`src/rtl/conv_ctrl_fsm_param.sv`:
```
// Parametrised conv accelerator sequencer: host word loads, per-pixel datapath strobes, output beats.
// Optional stall counter output enabled by defining CONV_CTRL_PERF_CNT_EN.
module conv_ctrl_fsm_param #(
  parameter int unsigned FEATURE_MAP_WIDTH  = 64,
  parameter int unsigned FEATURE_MAP_HEIGHT = 64,
  parameter int unsigned OUTPUT_NB_CHANNELS = 32,
  parameter int unsigned CH_OUT_PAR         = 6,
  parameter int unsigned ODS_LANES          = 3,
  parameter int unsigned KERNEL_SIZE        = 3,
  parameter int unsigned K_WORDS            = 12,
  parameter int unsigned I_WORDS            = 4
) (
  input  logic        clk,
  input  logic        arst_n_in,
  input  logic        start,
  output logic        running,
  output logic        done,
  input  logic        con_valid,
  output logic        con_ready,
  output logic        out_valid,
  input  logic        out_ready,
  output logic [15:0] out_x,
  output logic [15:0] out_y,
  output logic [15:0] out_ch,
  output logic        ctrl_kds_le,
  output logic [7:0]  ctrl_kds_ch,
  output logic [7:0]  ctrl_kds_word,
  output logic        ctrl_kds_cycle_en,
  output logic [7:0]  ctrl_ids_le_sel,
  output logic        ctrl_ids_shift,
  output logic [1:0]  ctrl_ods_sel,
  output logic        ctrl_ods_shift,
`ifdef CONV_CTRL_PERF_CNT_EN
  output logic [31:0] stall_cycles,
`endif
  output logic        driving_cons
);

  localparam int unsigned OutBeats = CH_OUT_PAR / ODS_LANES;

  typedef enum logic [2:0] {
    StIdle, StLoadK, StLoadI, StShiftI, StCompute, StWait, StOutput, StDone
  } state_e;

  state_e      state_q, state_d;
  logic [15:0] x_q, x_d, y_q, y_d, ch_base_q, ch_base_d;
  // word_q is reused as kernel word, input word, compute beat and output beat index
  logic [15:0] word_q, word_d, kch_q, kch_d, row_q, row_d;
  logic [15:0] beat_ch;
  logic        last_out, adv;

  assign beat_ch  = ch_base_q + word_q * 16'(ODS_LANES);
  // Beats past the channel count are never issued, so the group ends early
  assign last_out = (word_q == 16'(OutBeats - 1)) ||
                    (32'(beat_ch) + ODS_LANES >= OUTPUT_NB_CHANNELS);

  always_ff @(posedge clk or negedge arst_n_in) begin
    if (!arst_n_in) begin
      state_q   <= StIdle;
      x_q       <= '0;
      y_q       <= '0;
      ch_base_q <= '0;
      word_q    <= '0;
      kch_q     <= '0;
      row_q     <= '0;
    end else begin
      state_q   <= state_d;
      x_q       <= x_d;
      y_q       <= y_d;
      ch_base_q <= ch_base_d;
      word_q    <= word_d;
      kch_q     <= kch_d;
      row_q     <= row_d;
    end
  end

  always_comb begin
    state_d           = state_q;
    x_d               = x_q;
    y_d               = y_q;
    ch_base_d         = ch_base_q;
    word_d            = word_q;
    kch_d             = kch_q;
    row_d             = row_q;
    adv               = 1'b0;
    running           = (state_q != StIdle);
    done              = 1'b0;
    con_ready         = 1'b0;
    out_valid         = 1'b0;
    out_x             = '0;
    out_y             = '0;
    out_ch            = '0;
    ctrl_kds_le       = 1'b0;
    ctrl_kds_ch       = '0;
    ctrl_kds_word     = '0;
    ctrl_kds_cycle_en = 1'b0;
    ctrl_ids_le_sel   = '0;
    ctrl_ids_shift    = 1'b0;
    ctrl_ods_sel      = '0;
    ctrl_ods_shift    = 1'b0;
    driving_cons      = 1'b0;
    unique case (state_q)
      StIdle: begin
        if (start) begin
          state_d   = StLoadK;
          x_d       = '0;
          y_d       = '0;
          ch_base_d = '0;
          word_d    = '0;
          kch_d     = '0;
          row_d     = '0;
        end
      end
      StLoadK: begin
        con_ready = 1'b1;
        if (con_valid) begin
          ctrl_kds_le   = 1'b1;
          ctrl_kds_ch   = 8'(kch_q);
          ctrl_kds_word = 8'(word_q);
          if (word_q == 16'(K_WORDS - 1)) begin
            word_d = '0;
            if (kch_q == 16'(CH_OUT_PAR - 1)) begin
              kch_d   = '0;
              state_d = StLoadI;
            end else begin
              kch_d = kch_q + 16'd1;
            end
          end else begin
            word_d = word_q + 16'd1;
          end
        end
      end
      StLoadI: begin
        con_ready = 1'b1;
        if (con_valid) begin
          ctrl_ids_le_sel = 8'(word_q + 16'd1);
          if (word_q == 16'(I_WORDS - 1)) begin
            word_d  = '0;
            state_d = StShiftI;
          end else begin
            word_d = word_q + 16'd1;
          end
        end
      end
      StShiftI: begin
        ctrl_ids_shift = 1'b1;
        if (row_q == 16'(KERNEL_SIZE - 1)) begin
          row_d   = '0;
          state_d = StCompute;
        end else begin
          row_d   = row_q + 16'd1;
          state_d = StLoadI;
        end
      end
      StCompute: begin
        ctrl_ods_sel = 2'(word_q % 16'(KERNEL_SIZE));
        if (word_q < 16'(I_WORDS)) begin
          con_ready = 1'b1;
          adv       = con_valid;
        end else begin
          adv = 1'b1;
        end
        if (adv) begin
          ctrl_kds_cycle_en = 1'b1;
          if (word_q < 16'(I_WORDS)) ctrl_ids_le_sel = 8'(word_q + 16'd1);
          if (word_q == 16'd0 ||
              (word_q >= 16'(KERNEL_SIZE) && word_q <= 16'(2 * KERNEL_SIZE - 2))) begin
            ctrl_ods_shift = 1'b1;
          end
          if (word_q == 16'(2 * KERNEL_SIZE - 1)) begin
            ctrl_ids_shift = 1'b1;
            word_d         = '0;
            state_d        = StWait;
          end else begin
            word_d = word_q + 16'd1;
          end
        end
      end
      StWait: state_d = StOutput;
      StOutput: begin
        driving_cons = 1'b1;
        out_valid    = 1'b1;
        out_x        = x_q;
        out_y        = y_q;
        out_ch       = beat_ch;
        if (out_ready) begin
          ctrl_ods_shift = 1'b1;
          if (last_out) begin
            word_d = '0;
            if (x_q < 16'(FEATURE_MAP_WIDTH - 1)) begin
              x_d     = x_q + 16'd1;
              state_d = StCompute;
            end else begin
              x_d = '0;
              if (y_q < 16'(FEATURE_MAP_HEIGHT - 1)) begin
                y_d     = y_q + 16'd1;
                state_d = StLoadI;
              end else begin
                y_d = '0;
                if (32'(ch_base_q) + CH_OUT_PAR < OUTPUT_NB_CHANNELS) begin
                  ch_base_d = ch_base_q + 16'(CH_OUT_PAR);
                  state_d   = StLoadK;
                end else begin
                  state_d = StDone;
                end
              end
            end
          end else begin
            word_d = word_q + 16'd1;
          end
        end
      end
      StDone: begin
        done    = 1'b1;
        state_d = StIdle;
      end
      default: state_d = StIdle;
    endcase
  end

`ifdef CONV_CTRL_PERF_CNT_EN
  logic [31:0] stall_q;

  always_ff @(posedge clk or negedge arst_n_in) begin
    if (!arst_n_in) begin
      stall_q <= '0;
    end else if (state_q == StIdle && start) begin
      stall_q <= '0;
    end else if (((out_valid && !out_ready) || (con_ready && !con_valid)) && stall_q != '1) begin
      stall_q <= stall_q + 32'd1;
    end
  end

  assign stall_cycles = stall_q;
`endif

endmodule

```
`config.mk`:
```
export PLATFORM = sky130hd
export DESIGN_NAME = conv_ctrl_fsm_param
export DESIGN_NICKNAME = d
export VERILOG_FILES = /design/src/rtl/conv_ctrl_fsm_param.sv
export SDC_FILE = /design/constraint.sdc
export NUM_CORES = 1
export LEC_CHECK = 0
export ABC_AREA = 1
export CAP_MARGIN = 20
export CORE_ASPECT_RATIO = 0.9
export CORE_UTILIZATION = 48
export DETAILED_ROUTE_END_ITERATION = 12
export PLACE_DENSITY = 0.71
export SLEW_MARGIN = 10
export SYNTH_ARGS = -nofsm -noshare
export SYNTH_HDL_FRONTEND = slang
export SYNTH_SLANG_ARGS = --single-unit
```
`constraint.sdc`:
```
create_clock -name clk -period 10.4 [get_ports clk]
set_input_delay 2.08 -clock clk [delete_from_list [all_inputs] [get_ports clk]]
set_output_delay 2.08 -clock clk [all_outputs]
set_load 0.02 [all_outputs]
```
==> results of run 1 <==
[Yosys cell counts, types with 3 or more instances]
cell and number:
buf_6 3, nand3_1 143, xor2_1 51, nor2_1 218
dfrtp_1 98, nand4_1 58, nand2_4 9, o21bai_1 8
nand3_2 19, inv_2 21, nor3b_1 5, nor2_4 10
inv_1 261, o21ai_2 3, nor3_1 30, ha_1 60
nand3_4 4, clkbuf_1 16, a211oi_1 5, nor4_1 7
nand2_2 32, a21oi_2 3, o2111ai_1 3, o31ai_1 4
nand2_1 323, buf_4 3, a21oi_1 48, a31oi_1 6
clkinv_1 9, o21ai_0 45, nor2_2 14, xnor2_1 11
or2_2 4, nand3b_1 5, o22ai_1 23, o21ai_1 11
o211ai_1 3, fa_1 15
[layout make-up]
| cell class | count | share of cell area |
|---|---|---|
| Multi-Input combinational cell | 1211 | 0.524 |
| Timing Repair Buffer | 393 | 0.207 |
| Sequential cell | 98 | 0.155 |
| Inverter | 291 | 0.0713 |
| Tap cell | 291 | 0.0231 |
| Clock buffer | 10 | 0.0151 |
| Clock inverter | 6 | 0.00364 |
[worst max-delay path by stage]
stage               start               to  slack [ns]  cells past startpoint
2_1_floorplan   word_q[7]  ctrl_ods_sel[1]        0.01                     71
3_3_place_gp   word_q[11]  ctrl_ods_sel[0]       -0.60                     72
3_5_place_dp   word_q[11]  ctrl_ods_sel[1]       -0.96                     72
4_1_cts         word_q[7]  ctrl_ods_sel[1]       -0.35                     71
5_1_grt         word_q[8]  ctrl_ods_sel[1]       -1.81                     72
6_report        word_q[8]  ctrl_ods_sel[1]       -1.33                     73
[stage by stage]
stage          setup WS (ns)  hold slack (ns)  TNS, ns  instance area (µm²)
3_3_place_gp          -0.602            0.443    -1.20                13500
2_1_floorplan         0.0104            0.434        0                10700
4_1_cts               -0.353            0.454   -0.664                15000
5_1_grt                -1.81            0.476    -3.60                15800
6_report               -1.33            0.452    -2.65                15800
3_5_place_dp          -0.956            0.455    -1.90                13500
[logic make-up (layout without fill, tap and decap cells)]
kind of cell | Yosys count | after routing | share of synthesized area
muxes | 1 | 1 | 0.000939
adders and majority gates | 75 | 75 | 0.0985
other | 1 | 1 | 0.000352
AOI/OAI and AO/OA | 178 | 178 | 0.0997
buffers and inverters | 316 | 700 | 0.115
xor gates and xnor gates | 63 | 63 | 0.0524
DFF | 98 | 98 | 0.230
and+or+nand+nor | 892 | 893 | 0.403
[timing repair]
action,CTS,global route
pin swaps,106,127
setup endpoints to repair,2,2
gates cloned,1,0
buffers inserted,43,30
hold endpoints to repair,0,0
gates resized for setup,225,128
[layer usage]
metal | part of all wire | vias up | GRT usage | wire (µm)
met2 | 0.48 | 588 | 0.506 | 18300
met3 | 0.065 | 177 | 0.0300 | 2470
met4 | 0.053 | 0 | 0.115 | 2000
li1 | - | 6013 | - | -
met5 | 0 | - | 0 | 0
met1 | 0.40 | 5994 | 0.356 | 15000
[power groups by stage]
stage	combinational [W]	clock, W	sequential [W]
global placement	0.000481	0	0.000446
detailed placement	0.000490	0	0.000448
CTS	0.000500	0.000344	0.000441
floorplan	0.000349	0	0.000435
global route	0.000566	0.000360	0.000446
finish	0.000511	0.000343	0.000443
[state kept, by name, summed over array words and instances (netlist names)]
signal / cells
word_q: 16
ch_base_q: 15
x_q: 16
state_q: 3
row_q: 16
kch_q: 16
y_q: 16
[critical path, delay by kind of cell, from the launching register on]
family | cells | cell delay, ns
AOI/OAI and AO/OA | 1 | 0.16
xor gates and xnor gates | 2 | 0.42
adders and majority gates | 2 | 0.38
buffers and inverters | 14 | 1.70
DFF | 1 | 0.42
and+or+nand+nor | 54 | 6.22
==> metrics.txt, run 1 <==
run status finished with violations; failing checks setup timing; worst-margin pin slew 0.867 ns; Fmax achieved 85.2 MHz; H-Tree Depth 3; CTS tree yes; Clock Latency Late Sink 0.36 ns; Die Area 22800 µm²; Psw 0.000572 W; LEAKAGE 8.39 nW; core footprint 21700 µm²; commonest non-fill, non-tap cell in the layout buf_4; Worst Hold Path EP y_q[4]; layout cell share with drive strength beyond 1 0.327; Synth Register Bits 98; Worst VDD drop 0.111 mV; Power Total 0.00130 W; FP Rows 51; Max Cap Viol 0; Synth Instances 1624; Setup-failing EPs final 2; dominant cell type by area after synthesis dfrtp_1; R2R cell count 27; endpoints failing hold 0; Switching Fraction 0.441; DRC 0; Tcrit/Tclk final 1.13; Setup CP Type flop to primary output; asr flop ratio synth 1.00; RSZ-0062 raised after global routing yes; Crit path largest cell delay 0.42 ns; CTS sink cnt 98; worst reg2reg endpoint ch_base_q[3]; cell mode on critical path nand2_2; RR Startpoint word_q[1]; Syn Nets 1704; DP Wirelength 23600 µm; Hold Path Stages 1; Reg area 2450 µm²; area of the multi-input gates 8280 µm²; initial antenna violation count 0; gr ovfl total 0; r2r setup slk 3.63 ns; EDFF count, synth 0; Distinct cells, synth 60; root buffer cell clkbuf_16; Top-Level Pins 88; DR iter-0 viols 905; CTS Hold Bufs 0; slowest CP cell dfrtp_1; Area Overhead vs Synth 48.1%; CP required 8.32 ns; worst setup margin -1.33 ns; commonest cells after routing, fill and taps aside buf_4 (284), nand2_1 (249), inv_1 (240); HP Start y_q[3]; Final Max Slew Viols 0; post-synthesis sequential area ratio 0.230; FILL cells 1585; placed cell count 2210; Hold Path Class flop to flop; Final min period 11.73 ns; vias per std cell 5.55; mapped cell area 10700 µm²; Yosys Warn Count 0; part of the power in the clock network 0.264; aggregate routed wire length 37800 µm; non-filler cells, final 2300; dominant synthesized flop cell dfrtp_1; Area contributors post-synth dfrtp_1 (23%), nand2_1 (11%), inv_1 (9.2%), nor2_1 (7.7%), ha_1 (7.0%); Worst setup SP type flop; register share of total power 0.342; TritonRoute pass-1 iters 5; GPL Wtd Cong 0.971; Die Y 143 µm; number of buffers created by CTS 9; top cell type's share of synthesized area 0.230; ANT cells 0; Die X 159 µm; largest net degree at the start of global routing 53; CTS clock-pin slew for the worst setup and hold paths 0.08 ns; All-Layer GR Usage 0.285; arrival time at the worst endpoint 9.65 ns; port bufs 87; first-pass GRT wire length 54100 µm; final net count 2084; Power Internal 0.000726 W; PD cells 82.2 nW/µm²; vias 12772; vias in the first global route 11565; Critical Path Fanout Max 7; Worst Setup End Kind primary output; Post-DRT Antenna Nets 0; Initial Utilization 0.492; Clock Skews 0.00957 ns; Max Root-Sink Buffers 2; Slew HR 0.414; routed len/inst 16.4 µm; combinational share of power 0.394; Final Util 0.728; Mapped Avg Cell Area 6.57 µm²
No activity file was read; power rests on OpenSTA's default activity.
==> inputs of run 2 (changes only) <==
- CORE_UTILIZATION: 48 -> 35
- PLACE_DENSITY: 0.71 -> default
==> run 2 against run 1 <==
The flow still finishes with violations (setup timing). First-iteration DRC count shrank 13%. Flip-flop and latch count unchanged. Combinational power hardly changed. Clock-buffer cell count down 1. Via count fell by 7.3%. Routed wire length shrank 12%. Non-clock buffer count down 26. Critical path depth is 2 lower. Clock skew is 0.0017 ns higher. Setup slack improved by 0.60 ns. Core utilization is 21 points lower. Die area grew 37%.
==> metrics.txt, run 2 (synthesis gave the netlist of run 1 again) <==
run status finished with violations; failing checks setup timing; Switching Fraction 0.427 (-0.0133); met1 GRT Util 0.270 (-0.0854); endpoints failing hold 0 (unchanged); commonest non-fill, non-tap cell in the layout buf_4; Critical Path Fanout Max 8 (+1); Die Area 31200 µm² (+37%); combinational share of power 0.394 (about the same); gr ovfl total 0 (unchanged); DP Wirelength 24600 µm (+4.4%); DR iter-0 viols 786 (-13%); cell mode on critical path nand2_2; worst setup margin -0.726 ns (+0.605 ns); Setup CP Type flop to primary output; Initial Utilization 0.356 (-0.136); LEAKAGE 8.20 nW (-2.3%); Slew HR 0.459 (+0.0456); FP Rows 60 (+18%); non-filler cells, final 2386 (+3.7%); register share of total power 0.339 (-0.003); aggregate routed wire length 33100 µm (-12%); vias per std cell 4.96 (-11%); CTS tree yes; CTS Hold Bufs 0 (unchanged); Post-DRT Antenna Nets 0 (unchanged); DRC 0 (unchanged); ANT cells 0 (unchanged); RSZ-0062 raised after global routing yes; Top-Level Pins 88 (unchanged); largest net degree at the start of global routing 52 (-1.9%); initial antenna violation count 0 (unchanged); routed len/inst 13.9 µm (-16%); slowest CP cell dfrtp_1; worst-margin pin slew 0.800 ns (-0.0674 ns); part of the power in the clock network 0.267 (+0.003); GR met3 Demand/Resource 0.0224 (-0.00761); Power Internal 0.000745 W (+2.6%); Worst setup SP type flop; Final Util 0.522 (-0.206); commonest cells after routing, fill and taps aside buf_4 (263), nand2_1 (260), inv_1 (238); Area Overhead vs Synth 46.6%; port bufs 87 (unchanged); first-pass GRT wire length 54000 µm (-0.28%); setup TNS -1.44 ns (+1.21 ns); core footprint 30000 µm² (+38%); Final min period 11.13 ns (-0.605 ns); final net count 2058 (-1.2%); All-Layer GR Usage 0.210 (-0.0745); vias 11845 (-7.3%); Final Max Slew Viols 0 (unchanged); CTS sink cnt 98 (unchanged); Hold Path Class flop to flop; root buffer cell clkbuf_16; placed cell count 2318 (+4.9%); TritonRoute pass-1 iters 6 (+1); Max Cap Viol 0 (unchanged); Clock Latency Late Sink 0.36 ns (about the same); Max Root-Sink Buffers 2 (unchanged); DP Worst Slack -0.959 ns (-0.00234 ns); Fmax achieved 89.9 MHz (+5.4%); vias in the first global route 11576 (+0.095%); GRT met2 Usage 0.366 (-0.140); Most Crowded Layer GR met2; Psw 0.000556 W (-2.8%); number of buffers created by CTS 9 (unchanged); Die Y 168 µm (+17%); H-Tree Depth 3 (unchanged); Setup-failing EPs final 2 (unchanged); Die X 186 µm (+17%); PD cells 83.2 nW/µm² (+1.2%); Worst Setup End Kind primary output; CTS clock-pin slew for the worst setup and hold paths 0.07 ns (about the same); CP required 8.32 ns (about the same); Tcrit/Tclk final 1.07 (-0.0582); Crit path largest cell delay 0.39 ns (-0.03 ns); FILL cells 2783 (+76%); GPL Wtd Cong 0.926 (-4.7%); Worst VDD drop 0.106 mV (-5.1%); arrival time at the worst endpoint 9.05 ns (-0.60 ns); layout cell share with drive strength beyond 1 0.304 (-0.0224); Clock Skews 0.0112 ns (+0.00166 ns)
[run 2: cell types whose count changed in the layout (fill, tap and decap cells not counted), sizes merged]
cell,delta
buf,-26
bufinv,+1
clkbuf,-1
clkinv,+2
clkinvlp,-2
[run 2: final cells by class]
type                            count  area, µm²  share of cell area
Clock buffer                        9        225              0.0144
Clock inverter                      7       75.1             0.00480
Inverter                          291       1120              0.0719
Multi-Input combinational cell   1211       8180               0.523
Sequential cell                    98       2450               0.157
Tap cell                          403        504              0.0323
Timing Repair Buffer              367       3070               0.196
[run 2: path summary, 6_finish.rpt]
check	cells after the start	end	from	slack, ns
setup reg to reg	27	ch_base_q[4]	word_q[1]	3.64
max in group asynchronous	2	word_q[3]	arst_n_in	7.52
min in group asynchronous	1	y_q[9]	arst_n_in	1.75
setup / recovery	71	ctrl_ods_sel[1]	word_q[6]	-0.73
hold reg to reg	1	kch_q[15]	kch_q[15]	0.47
hold / removal	1	kch_q[15]	kch_q[15]	0.47
[run 2: power groups by stage]
stage / clock [W] / combinational (W) / sequential [W]
final: 0.000348 / 0.000512 / 0.000441
after global routing: 0.000374 / 0.000573 / 0.000445
after CTS: 0.000355 / 0.000509 / 0.000441
after detailed placement: 0 / 0.000503 / 0.000448
after global placement: 0 / 0.000494 / 0.000447
after floorplan: 0 / 0.000349 / 0.000435
[run 2: what timing repair did]
action,CTS,global route
pin swaps,81,103
gates cloned,1,0
hold endpoints to repair,0,0
setup buffers,26,25
gates resized for setup,198,123
endpoints found under the setup margin,2,2
[run 2: through the flow]
step / hold slack [ns] / power, W / cell area (µm²)
after floorplan: 0.434 / 0.000784 / 10700
after global placement: 0.451 / 0.000941 / 13600
after detailed placement: 0.453 / 0.000951 / 13600
after CTS: 0.463 / 0.00130 / 14900
after global routing: 0.485 / 0.00139 / 15600
final: 0.465 / 0.00130 / 15600
[run 2: layer usage]
| layer | part of all wire | wire, µm | vias to the layer above |
|---|---|---|---|
| met1 | 0.45 | 14700 | 5560 |
| li1 | - | - | 5956 |
| met2 | 0.49 | 16200 | 265 |
| met5 | 0 | 0 | - |
| met4 | 0.029 | 959 | 0 |
| met3 | 0.037 | 1220 | 64 |
[run 2: critical path: cells and delay by family, from the launching register on]
family	cells	cell delay, ns
compound gates	2	0.28
fa+ha+maj	2	0.37
simple gates	54	6.28
flops	1	0.39
buf+inv	12	1.20
xor+xnor	1	0.15
